===== config.mk =====
export PLATFORM = sky130hd
export DESIGN_NAME = instr_fetch
export DESIGN_NICKNAME = d
export VERILOG_FILES = /design/src/rtl/instr_fetch_pkg.sv /design/src/rtl/instr_fetch_fifo.sv /design/src/rtl/instr_fetch.sv
export SDC_FILE = /design/constraint.sdc
export NUM_CORES = 1
export LEC_CHECK = 0
export BUFFER_PORTS_ARGS = -buffer_cell sky130_fd_sc_hd__buf_2
export CORE_UTILIZATION = 60
export CTS_CLUSTER_SIZE = 30
export DETAILED_ROUTE_END_ITERATION = 8
export PLACE_DENSITY = 0.86
export SYNTH_ARGS = -nofsm -noshare
export SYNTH_HDL_FRONTEND = slang
export SYNTH_SLANG_ARGS = --single-unit

===== constraint.sdc =====
create_clock -name clk -period 3.6 [get_ports clk]
set_clock_uncertainty 0.1 [all_clocks]
set_input_delay 0.72 -clock clk [delete_from_list [all_inputs] [get_ports clk]]
set_output_delay 0.72 -clock clk [all_outputs]
set_load 0.1 [all_outputs]

===== src/rtl/instr_fetch_pkg.sv =====
// ============================================================================
// Module : instr_fetch_pkg
// Shared widths, constants and fetch FSM encoding for the instruction fetch unit.
// Rev    : 1.0  initial release
// ============================================================================
`default_nettype none

package instr_fetch_pkg;

    localparam int          XLEN      = 32;
    localparam logic [31:0] INSTR_NOP = 32'h0000_0013;

    typedef enum logic [1:0] {
        ST_REQ  = 2'd0,
        ST_WAIT = 2'd1,
        ST_DROP = 2'd2,
        ST_HOLD = 2'd3
    } fetch_state_e;

endpackage

`default_nettype wire


===== src/rtl/instr_fetch_fifo.sv =====
// ============================================================================
// Module : fetch_fifo
// Synchronous FIFO holding {pc, instr} pairs; flush overrides push.
// Rev    : 1.0  initial release
// ============================================================================
`default_nettype none

module fetch_fifo #(
    parameter int WIDTH = 64,
    parameter int DEPTH = 2
) (
    input  logic                       clk,
    input  logic                       rst_n,
    input  logic                       i_push,
    input  logic                       i_pop,
    input  logic                       i_flush,
    input  logic [WIDTH-1:0]           i_wdata,
    output logic [WIDTH-1:0]           o_rdata,
    output logic                       o_full,
    output logic                       o_empty,
    output logic [$clog2(DEPTH):0]     o_count
);

    localparam int              AW          = $clog2(DEPTH);
    localparam logic [AW:0]     C_DEPTH     = (AW+1)'(DEPTH);
    localparam logic [AW:0]     C_CNT_ONE   = (AW+1)'(1);
    localparam logic [AW-1:0]   C_PTR_ONE   = AW'(1);

    logic [WIDTH-1:0] r_mem [DEPTH];
    logic [AW-1:0]    r_wr_ptr;
    logic [AW-1:0]    r_rd_ptr;
    logic [AW:0]      r_count;
    logic             w_do_push;
    logic             w_do_pop;

    assign w_do_pop  = i_pop && (r_count != '0);
    // A full FIFO still accepts a push when the head leaves in the same cycle.
    assign w_do_push = i_push && ((r_count != C_DEPTH) || w_do_pop);

    always_ff @(posedge clk or negedge rst_n) begin
        if (!rst_n) begin
            r_wr_ptr <= '0;
            r_rd_ptr <= '0;
            r_count  <= '0;
            for (int i = 0; i < DEPTH; i++) begin
                r_mem[i] <= '0;
            end
        end else if (i_flush) begin
            r_wr_ptr <= '0;
            r_rd_ptr <= '0;
            r_count  <= '0;
        end else begin
            if (w_do_push) begin
                r_mem[r_wr_ptr] <= i_wdata;
                r_wr_ptr        <= r_wr_ptr + C_PTR_ONE;
            end
            if (w_do_pop) begin
                r_rd_ptr <= r_rd_ptr + C_PTR_ONE;
            end
            case ({w_do_push, w_do_pop})
                2'b10:   r_count <= r_count + C_CNT_ONE;
                2'b01:   r_count <= r_count - C_CNT_ONE;
                default: r_count <= r_count;
            endcase
        end
    end

    assign o_rdata = r_mem[r_rd_ptr];
    assign o_full  = (r_count == C_DEPTH);
    assign o_empty = (r_count == '0);
    assign o_count = r_count;

endmodule

`default_nettype wire


===== src/rtl/instr_fetch.sv =====
// ============================================================================
// Module : instr_fetch
// Issues PC-addressed imem reads, buffers returned words and hands them to
// the decoder; execute redirects squash all wrong-path fetches.
// Rev    : 1.0  initial release
// ============================================================================
`default_nettype none

module instr_fetch
    import instr_fetch_pkg::*;
#(
    parameter logic [31:0] RESET_PC   = 32'h0000_0000,
    parameter int          FIFO_DEPTH = 2
) (
    input  logic        clk,
    input  logic        rst_n,
    output logic        imem_req_valid,
    input  logic        imem_req_ready,
    output logic [31:0] imem_req_addr,
    input  logic        imem_rsp_valid,
    input  logic [31:0] imem_rsp_data,
    input  logic        redirect_valid,
    input  logic [31:0] redirect_pc,
    output logic        instr_valid,
    input  logic        instr_ready,
    output logic [31:0] instr,
    output logic [31:0] instr_pc
);

    localparam int              CW      = $clog2(FIFO_DEPTH) + 1;
    localparam logic [CW-1:0]   C_LAST  = CW'(FIFO_DEPTH - 1);
    localparam logic [31:0]     C_RST_PC = {RESET_PC[31:2], 2'b00};

    fetch_state_e       r_state;
    fetch_state_e       w_state_nx;
    logic [XLEN-1:0]    r_pc;
    logic [XLEN-1:0]    r_issue_pc;
    logic               r_run;
    logic               w_req_fire;
    logic               w_push;
    logic               w_pop;
    logic               w_full;
    logic               w_empty;
    logic               w_space_after_push;
    logic [CW-1:0]      w_count;
    logic [63:0]        w_rdata;
    logic               w_unused_redirect_lsbs;

    assign w_unused_redirect_lsbs = ^redirect_pc[1:0];

    // r_run keeps the request line low for the whole reset window, including
    // the first cycle after release.
    assign imem_req_valid = r_run && (r_state == ST_REQ) && !w_full;
    assign imem_req_addr  = r_pc;
    assign w_req_fire     = imem_req_valid && imem_req_ready;
    assign w_pop          = instr_valid && instr_ready;
    assign w_space_after_push = w_pop || (w_count < C_LAST);

    always_comb begin
        w_state_nx = r_state;
        w_push     = 1'b0;
        case (r_state)
            ST_REQ: begin
                if (w_req_fire) begin
                    w_state_nx = redirect_valid ? ST_DROP : ST_WAIT;
                end
            end
            ST_WAIT: begin
                if (redirect_valid) begin
                    w_state_nx = imem_rsp_valid ? ST_REQ : ST_DROP;
                end else if (imem_rsp_valid) begin
                    w_push     = 1'b1;
                    w_state_nx = w_space_after_push ? ST_REQ : ST_HOLD;
                end
            end
            ST_HOLD: begin
                if (redirect_valid || !w_full) begin
                    w_state_nx = ST_REQ;
                end
            end
            ST_DROP: begin
                // The wrong-path response retires the outstanding read even if
                // another redirect lands in the same cycle.
                if (imem_rsp_valid) begin
                    w_state_nx = ST_REQ;
                end
            end
            default: w_state_nx = ST_REQ;
        endcase
    end

    always_ff @(posedge clk or negedge rst_n) begin
        if (!rst_n) begin
            r_state    <= ST_REQ;
            r_pc       <= C_RST_PC;
            r_issue_pc <= C_RST_PC;
            r_run      <= 1'b0;
        end else begin
            r_state <= w_state_nx;
            r_run   <= 1'b1;
            if (w_req_fire) begin
                r_issue_pc <= r_pc;
            end
            if (redirect_valid) begin
                r_pc <= {redirect_pc[31:2], 2'b00};
            end else if (w_push) begin
                r_pc <= r_pc + 32'd4;
            end
        end
    end

    fetch_fifo #(
        .WIDTH (64),
        .DEPTH (FIFO_DEPTH)
    ) u_fifo (
        .clk     (clk),
        .rst_n   (rst_n),
        .i_push  (w_push),
        .i_pop   (w_pop),
        .i_flush (redirect_valid),
        .i_wdata ({r_issue_pc, imem_rsp_data}),
        .o_rdata (w_rdata),
        .o_full  (w_full),
        .o_empty (w_empty),
        .o_count (w_count)
    );

    assign instr_valid = !w_empty;
    assign instr_pc    = w_rdata[63:32];
    assign instr       = w_rdata[31:0];

endmodule

`default_nettype wire

==> results of run 1 <==
[power by group through the flow]
stage,Clock (uW),Sequential (uW),Combinational (uW)
final,1950,3120,4910
after global routing,2080,3200,5090
after global placement,0,3080,4850
after CTS,1990,3120,4940
after floorplan,0,3230,4060
after detailed placement,0,3160,4920
[stage by stage]
| step | hold WS [ns] | total power (uW) | instance area [um^2] |
|---|---|---|---|
| 3_3_place_gp | 0.380 | 7930 | 9610 |
| 6_report | 0.191 | 9990 | 10200 |
| 4_1_cts | 0.218 | 10100 | 10200 |
| 2_1_floorplan | 0.324 | 7290 | 8640 |
| 5_1_grt | 0.243 | 10400 | 10200 |
| 3_5_place_dp | 0.387 | 8080 | 9610 |
[worst max-delay path, stage by stage (launching register included)]
cell     delay [ns]
dfrtp_2        0.35
buf_4          0.49
mux2_2         0.41
buf_2          0.29
[cells in the mapped netlist (5+ instances only)]
library cell	count	area share, %
nand4_1	8	0.58
nor2_1	22	0.96
nor3_1	5	0.29
o21ai_0	20	1.2
mux2_2	213	28
inv_1	7	0.31
buf_2	17	0.99
a31oi_1	15	1.1
o31ai_1	11	0.96
xnor2_1	5	0.51
nand3_1	11	0.64
nand2_1	36	1.6
or4_1	14	1.2
dfrtp_1	191	55
xor2_1	7	0.71
clkbuf_1	17	0.74
[cells by family after synthesis]
group,count (synthesis)
DFF,191
xor gates and xnor gates,12
buffers and inverters,49
and+or+nand+nor,119
adders and majority gates,3
AOI/OAI and AO/OA,63
muxes,215
other,2
[flip-flops by register name, indices dropped and copies added, names as in the netlist]
register,count
u_fifo.r_mem,124
u_fifo.r_rd_ptr,1
u_fifo.r_wr_ptr,1
u_fifo.o_count,2
r_run,1
imem_req_addr,30
r_issue_pc,30
r_state,2
[worst max path at each step]
stage | end | slack, ns | depth (start not counted)
2_1_floorplan | r_issue_pc[11] | 0.71 | 6
3_3_place_gp | imem_req_addr[17] | 0.74 | 5
3_5_place_dp | imem_req_addr[17] | 0.56 | 5
4_1_cts | instr[11] | 0.76 | 3
5_1_grt | imem_req_addr[17] | 0.57 | 4
6_report | instr_pc[31] | 0.78 | 3
[per-layer routing]
metal / vias to the layer above / global-route usage [%] / routed length (um)
met1: 2992 / 33.4 / 7770
li1: 2680 / - / -
met2: 233 / 44.9 / 9600
met4: 0 / 9.65 / 386
met5: - / 0 / 0
met3: 46 / 5.20 / 1100
[layout make-up]
class	count	area, um^2	area share, %
multi-input combinational	417	3650	35.7
timing repair buffer	172	922	9.02
clock buffer	18	439	4.29
clock inverter	14	181	1.77
inverter	8	30.0	0.294
sequential	191	4780	46.8
tap	180	225	2.20
==> flow_summary.toml, run 1 <==
[power]
power_frac_seq_pct = 31.3
p_clk_share_pct = 19.6
switchingPower_uw = 4990
swShare_pct = 49.9
internal_power_uw = 5000
p_per_area_nw_per_um2 = 977
comb_power_share_pct = 49.2
peakVddDrop_mv = 0.613
leakage_uw = 0.00492

[synth]
synth_edf_count = 0
synth_compound_area_share_pct = 4.71
synthSimpleGateAreaFrac_pct = 7.32
seq_area_frac_synth_pct = 55.5
ys.flop_type = "dfrtp_1"
yosysUniqueCellTypes = 44
synth_xor_area_share_pct = 1.22
synth_mux_area_share_pct = 28.1
ys_seq_elements = 191
syn_area_um2 = 8610
syn_area_per_cell_um2 = 13.2
synth_top_family_by_area = "multiplexers"
yosys_warnings = 0
async_flop_share_pct = 100
synth_fa_ha_area_share_pct = 0.436
netlist_instances = 654

[worst_setup_path]
r2r_cells = 4
cp.required_ns = 2.78
critPathMaxFanout = 41
endpoint_kind = "primary output"
crit_type = "reg -> out"
worstPathArrival_ns = 2.00
reg2reg_slack_ns = 0.81
cp-start-kind = "flop"
r2r_end = "imem_req_addr[17]"
startpoint = "u_fifo.r_rd_ptr"
reg2reg_from = "r_state[0]"

[clocking]
cts.sinks = 191
cts_setup_buffers = 0
cts_buffer_depth = 2
postCtsHoldBufs = 0
cts_resized = 0
htreeDepth = 4
cts_tree = "done"
numCtsBuffers = 17
worstSkewPairLatency_ns = 0.43
clk_pin_slew_ns = 0.07
root_buffer = "clkbuf_16"

[global_route]
grt_pass1_vias = 5879
grt_pass1_wl_mm = 29.7
grt-ovfl-total = 0
antenna_found_initial = 0
grt_usage_pct = 26.4
grt_max_degree = 75

[timing]
fin_crit_ns = 2.82
fmax_mhz = 354
finalMaxSlewViolations = 0
rsz0062_at_grt = "no"
fin_ws_ns = 0.777
worstMarginPinSlew_ns = 0.904
min_period_over_period_pct = 78.4
setup-tns-final_ns = 0
hold_viol_final = 0
final-setup-viol-count = 0
relSlewSlack_pct = 39.7

[route]
via_per_inst = 5.95
first_pass_iters = 5
routed_wl_mm = 18.9
drtIter0Drc = 472
vias = 5951
antenna_left = 0
drc = 0
drt-wirelength-per-cell_um = 18.9

[finish]
layout_common_cells = "213 x mux2_2, 190 x dfrtp_1, 160 x buf_2, 35 x nand2_1, 22 x nor2_1"
nNetsFinal = 880
layout_commonest_cell = "mux2_2"
area_delta_synth_final_pct = 18.7
layout.cells.non_filler = 1000
drive_above_1_share_pct = 51.8
final_util_pct = 73.4
nFillCells = 905
antennaDiodeCount = 0

[run]
cap_violations = 0

[placement]
dp_cells = 968
post-place-ws_ns = 0.559
numPortBuffers = 161
dp_hpwl_mm = 12.6
gp_congestion = 0.848

[die]
pin_count = 168
start_util_pct = 61.8
core_um2 = 13900
die_y_um = 122
die_area_um2 = 14800
die_w_um = 122
row_count = 43

[run_status]
outcome = "completed"

[worst_hold_path]
hp-class = "in -> async"
No activity file was read; power rests on OpenSTA's default activity.
==> inputs of run 2 (changes only) <==
Settings changed: ABC_AREA from default to 1, CORE_UTILIZATION 60 to 51, PLACE_DENSITY 0.86 to 0.77.
Clock period 3.6 ns to 2.3 ns, I/O delays scaled along.
==> flow_summary.toml, run 2 <==
[synth]
synth.most_common_cell = "nand2_1"
synth_top_cell_by_area = "dfrtp_1"
yosys_warnings = 0
syn_area_um2 = 9160
seq_area_frac_synth_pct = 52.2
syn_area_per_cell_um2 = 7.71
synth_top_cell_area_share_pct = 52.2
ys.flop_type = "dfrtp_1"
async_flop_share_pct = 100
yosysUniqueCellTypes = 36
netlist_instances = 1188
synth_edf_count = 0
synth_area_leaders = "dfrtp_1 52%, nand2_1 17%, o21ai_0 12%"
yosys-top-cells-count = "419 x nand2_1, 214 x o21ai_0, 191 x dfrtp_1"
ys_seq_elements = 191

[placement]
placed_cell_area_um2 = 11000
dp_cells = 1530
gp_congestion = 0.898
numPortBuffers = 161
dp_hpwl_mm = 15.3

[worst_hold_path]
hp-class = "in -> reg"

[finish]
final_util_pct = 69.0
largest_register_ffs = 124
antennaDiodeCount = 0
layout_common_cells = "419 x nand2_1, 188 x dfrtp_1, 151 x o21ai_0, 107 x inv_1, 97 x buf_2"
layout.cells.non_filler = 1572
drive_above_1_share_pct = 21.2
layout_commonest_cell = "nand2_1"
area_delta_synth_final_pct = 31.2
regMostFlops = "u_fifo.r_mem"
nNetsFinal = 1407
design_area_um2 = 12000

[run]
cap_violations = 0

[power]
p_per_area_nw_per_um2 = 1610
leakage_uw = 0.00590
peakVddDrop_mv = 1.56

[clocking]
worstSkewPairLatency_ns = 0.43
cts_buffer_depth = 2
cts_tree = "done"
clk_pin_slew_ns = 0.07
root_buffer = "clkbuf_16"
numCtsBuffers = 17
htreeDepth = 4
cts.sinks = 191

[route]
first_pass_iters = 5
drt-wirelength-per-cell_um = 15.6
antenna_left = 0
via_per_inst = 5.40
vias = 8496
routed_wl_mm = 24.4
drc = 0
drtIter0Drc = 528

[timing]
setup-tns-final_ns = 0
worstMarginPinSlew_ns = 0.613
final-setup-viol-count = 0
rsz0062_at_grt = "yes"
hold_viol_final = 0
min_period_over_period_pct = 99.7
relSlewSlack_pct = 59.2
fmax_mhz = 436
finalMaxSlewViolations = 0
fin_crit_ns = 2.29

[global_route]
antenna_found_initial = 0
grt_max_degree = 125
grt_usage_pct = 25.9
grt_pass1_wl_mm = 37.7
grt_pass1_vias = 7814
grt-ovfl-total = 0

[worst_setup_path]
endpoint_kind = "primary output"
cp.required_ns = 1.74
critPathMaxFanout = 13
worstPathArrival_ns = 1.73
cp-start-kind = "flop"
crit_type = "reg -> out"

[die]
core_um2 = 17400
die_area_um2 = 18500
pin_count = 168
die_w_um = 136
start_util_pct = 52.6
die_y_um = 136
row_count = 48

[run_status]
outcome = "completed"
## run 2: cell count changes after synthesis, sizes merged, moves of 28 or more
| cell | delta |
|---|---|
| nand2 | +386 |
| inv | +103 |
| nand3 | +28 |
| nor2 | +57 |
| o21ai | +211 |
| mux2 | -210 |
## run 2: area by class of cell
| type | instances | area, um^2 |
|---|---|---|
| timing repair buffer | 190 | 1990 |
| fill | 1349 | 5400 |
| clock buffer | 21 | 470 |
| tap | 225 | 282 |
| inverter | 111 | 420 |
| sequential | 191 | 4790 |
| multi-input combinational | 823 | 3910 |
| clock inverter | 11 | 155 |
## run 2: what timing repair did
item / in CTS / in global routing
gates cloned: 0 / 5
endpoints found under the setup margin: 59 / 106
buffers inserted: 2 / 2
pin swaps: 0 / 1
resized for setup: 32 / 48
hold buffers: 1 / 0
hold endpoints to repair: 55 / 0
## run 2: cells by family after synthesis
| group | share of synthesized area (%) |
|---|---|
| buffers and inverters | 8.37 |
| AO/OA/AOI/OAI | 14.8 |
| AND/OR/NAND/NOR | 23.8 |
| adder cells (fa/ha/maj) | 0.410 |
| flip-flops | 52.2 |
| multiplexers | 0.369 |
| other | 0.0820 |
## run 2: critical path, stage by stage (launching register included)
cell and delay (ns):
dfrtp_4 0.50, buf_12 0.16, clkbuf_16 0.18, o21ai_1 0.23
buf_12 0.21
## run 2: per-layer routing
metal / up-vias / GRT usage (%) / routed length (um)
met5: - / 0 / 0
met4: 0 / 7.65 / 352
met3: 28 / 3.99 / 1720
met2: 351 / 41.5 / 11900
met1: 4051 / 36.3 / 10500
li1: 4066 / - / -
## run 2: final timing paths
kind,startpoint,to,slack (ns),cells after the start
worst max-delay path,u_fifo.r_rd_ptr,instr[22],0.007,4
worst min-delay path,imem_rsp_data[15],u_fifo.r_mem[15],0.15,3
worst max register to register,u_fifo.o_count[0],u_fifo.r_mem[112],0.21,9
worst min register to register,u_fifo.r_mem[14],u_fifo.r_mem[14],0.40,2
max in group asynchronous,rst_n,u_fifo.r_mem[112],0.90,3
min in group asynchronous,rst_n,u_fifo.r_mem[86],0.47,2
## run 2: stage by stage
stage	hold slack (ns)	total power, uW	setup WS (ns)
CTS	0.137	19000	-0.0324
finish	0.152	19300	0.00670
detailed placement	0.377	15700	0.0502
global placement	0.369	15500	0.154
floorplan	0.0644	12400	-0.355
global route	0.156	20100	-0.0379
## run 2: power breakdown
part | switching, uW | internal, uW
clock | 1290 | 1810
sequential | 741 | 4570
combinational | 7680 | 3240
==> inputs of run 3 (changes only) <==
Settings changed: CTS_CLUSTER_SIZE 30 to 25, PLACE_DENSITY 0.77 to 0.78.
==> flow_summary.toml, run 3 (synthesis gave the netlist of run 2 again) <==
[finish]
drive_above_1_share_pct = 19.0
area_delta_synth_final_pct = 29.0
nNetsFinal = 1400
layout_common_cells = "419 x nand2_1, 188 x dfrtp_1, 152 x o21ai_0, 107 x inv_1, 97 x buf_2"
final_util_pct = 67.8
regMostFlops = "u_fifo.r_mem"
layout_commonest_cell = "nand2_1"
largest_register_ffs = 124

[clocking]
cts_buffer_depth = 2
cts_tree = "done"
worstSkewPairLatency_ns = 0.43
htreeDepth = 4
cts.sinks = 191
numCtsBuffers = 17
clk_pin_slew_ns = 0.07
root_buffer = "clkbuf_16"

[worst_setup_path]
endpoint_kind = "primary output"
cp.required_ns = 1.74
cpPeakStageDelay_ns = 0.57
crit_family = "flip-flops"
crit_path_cell_trace = "clkbuf_4, o21ai_1, buf_12"
critPathBufInv = 2
slowest_stage = "dfrtp_4"
crit_type = "reg -> out"
worstPathArrival_ns = 1.80
cp-start-kind = "flop"
critPathMaxFanout = 8

[placement]
gp_congestion = 0.921
numPortBuffers = 161
dp_hpwl_mm = 14.9

[timing]
setup-tns-final_ns = -0.173
worstMarginPinSlew_ns = 0.602
fmax_mhz = 424
finalMaxSlewViolations = 0
min_period_over_period_pct = 103
rsz0062_at_grt = "yes"
fin_ws_ns = -0.0584
final-setup-viol-count = 4
fin_crit_ns = 2.36
hold_ws_ns = 0.152
relSlewSlack_pct = 59.9
hold_viol_final = 0

[die]
die_w_um = 136
start_util_pct = 52.6
die_y_um = 136
core_um2 = 17400
row_count = 48
die_area_um2 = 18500
pin_count = 168

[global_route]
antenna_found_initial = 1
grt_pass1_vias = 7617
grt_usage_pct = 25.7
grt_max_degree = 63
grt_pass1_wl_mm = 37.2
grt-ovfl-total = 0

[worst_hold_path]
hp-class = "in -> reg"

[route]
first_pass_iters = 7
drtIter0Drc = 618
antenna_left = 0
via_per_inst = 5.33
drc = 0
routed_wl_mm = 23.0
drt-wirelength-per-cell_um = 14.7
vias = 8337

[run]
cap_violations = 0

[power]
peakVddDrop_mv = 1.32
leakage_uw = 0.00583
p_total_uw = 19000
p_per_area_nw_per_um2 = 1610

[run_status]
failed_checks = "setup timing"
outcome = "finished, violations left"
run 3: cell types whose count changed in the layout (fill, tap and decap cells not counted), sizes merged:
cell	previous run	this run
clkbuf	28	20
clkinv	4	6
buf	182	181
clkinvlp	4	3
diode	0	1
run 3: layout make-up:
| cell class | count | area (um^2) |
|---|---|---|
| fillers | 1416 | 5600 |
| flip-flops and latches | 191 | 4790 |
| multi-input cells | 823 | 3760 |
| repair buffers | 183 | 1970 |
| clock buffers | 19 | 433 |
| inverters | 111 | 420 |
| well taps | 225 | 282 |
| clock inverters | 12 | 161 |
| diodes | 1 | 2.50 |
run 3: worst paths after layout:
kind / cells past startpoint / to / slack [ns] / start
worst max-delay path: 3 / instr_pc[17] / -0.06 / u_fifo.r_rd_ptr
worst min-delay path: 3 / u_fifo.r_mem[28] / 0.15 / imem_rsp_data[28]
worst max register to register: 9 / u_fifo.r_mem[127] / 0.20 / u_fifo.o_count[0]
worst min register to register: 2 / u_fifo.r_mem[6] / 0.40 / u_fifo.r_mem[6]
max in group asynchronous: 3 / imem_req_addr[24] / 0.99 / rst_n
min in group asynchronous: 2 / u_fifo.r_mem[18] / 0.43 / rst_n
run 3: repair_timing:
action / CTS / global route
cloned: 0 / 2
setup buffers: 2 / 2
hold buffers: 1 / 0
endpoints found under the hold margin: 42 / 0
endpoints found under the setup margin: 62 / 114
pin swaps: 0 / 2
gates resized for setup: 32 / 13
run 3: power by group:
part           switching, uW  leakage (uW)  internal (uW)
Sequential               733       0.00242           4570
Combinational           7540       0.00312           3150
Clock                   1280      0.000285           1720
run 3: stage by stage:
| stage | worst slack [ns] | cells | instance area [um^2] |
|---|---|---|---|
| after floorplan | -0.355 | 1191 | 9190 |
| after global placement | 0.154 | 1526 | 11000 |
| after detailed placement | 0.0713 | 1526 | 11000 |
| after CTS | -0.0675 | 1560 | 11700 |
| after global routing | -0.0771 | 1565 | 11800 |
| final | -0.0584 | 1565 | 11800 |
run 3: worst min-delay path, cell delays in order:
cell and delay (ns):
buf_2 0.08, nand2_1 0.04, nand2_1 0.05
run 3: per-layer routing:
metal,global-route usage [%],part of all wire [%],vias up
met2,41.3,48,351
met5,0,0,-
met4,8.64,1.9,0
met1,35.8,44,3898
met3,3.58,6.3,35
li1,-,-,4053
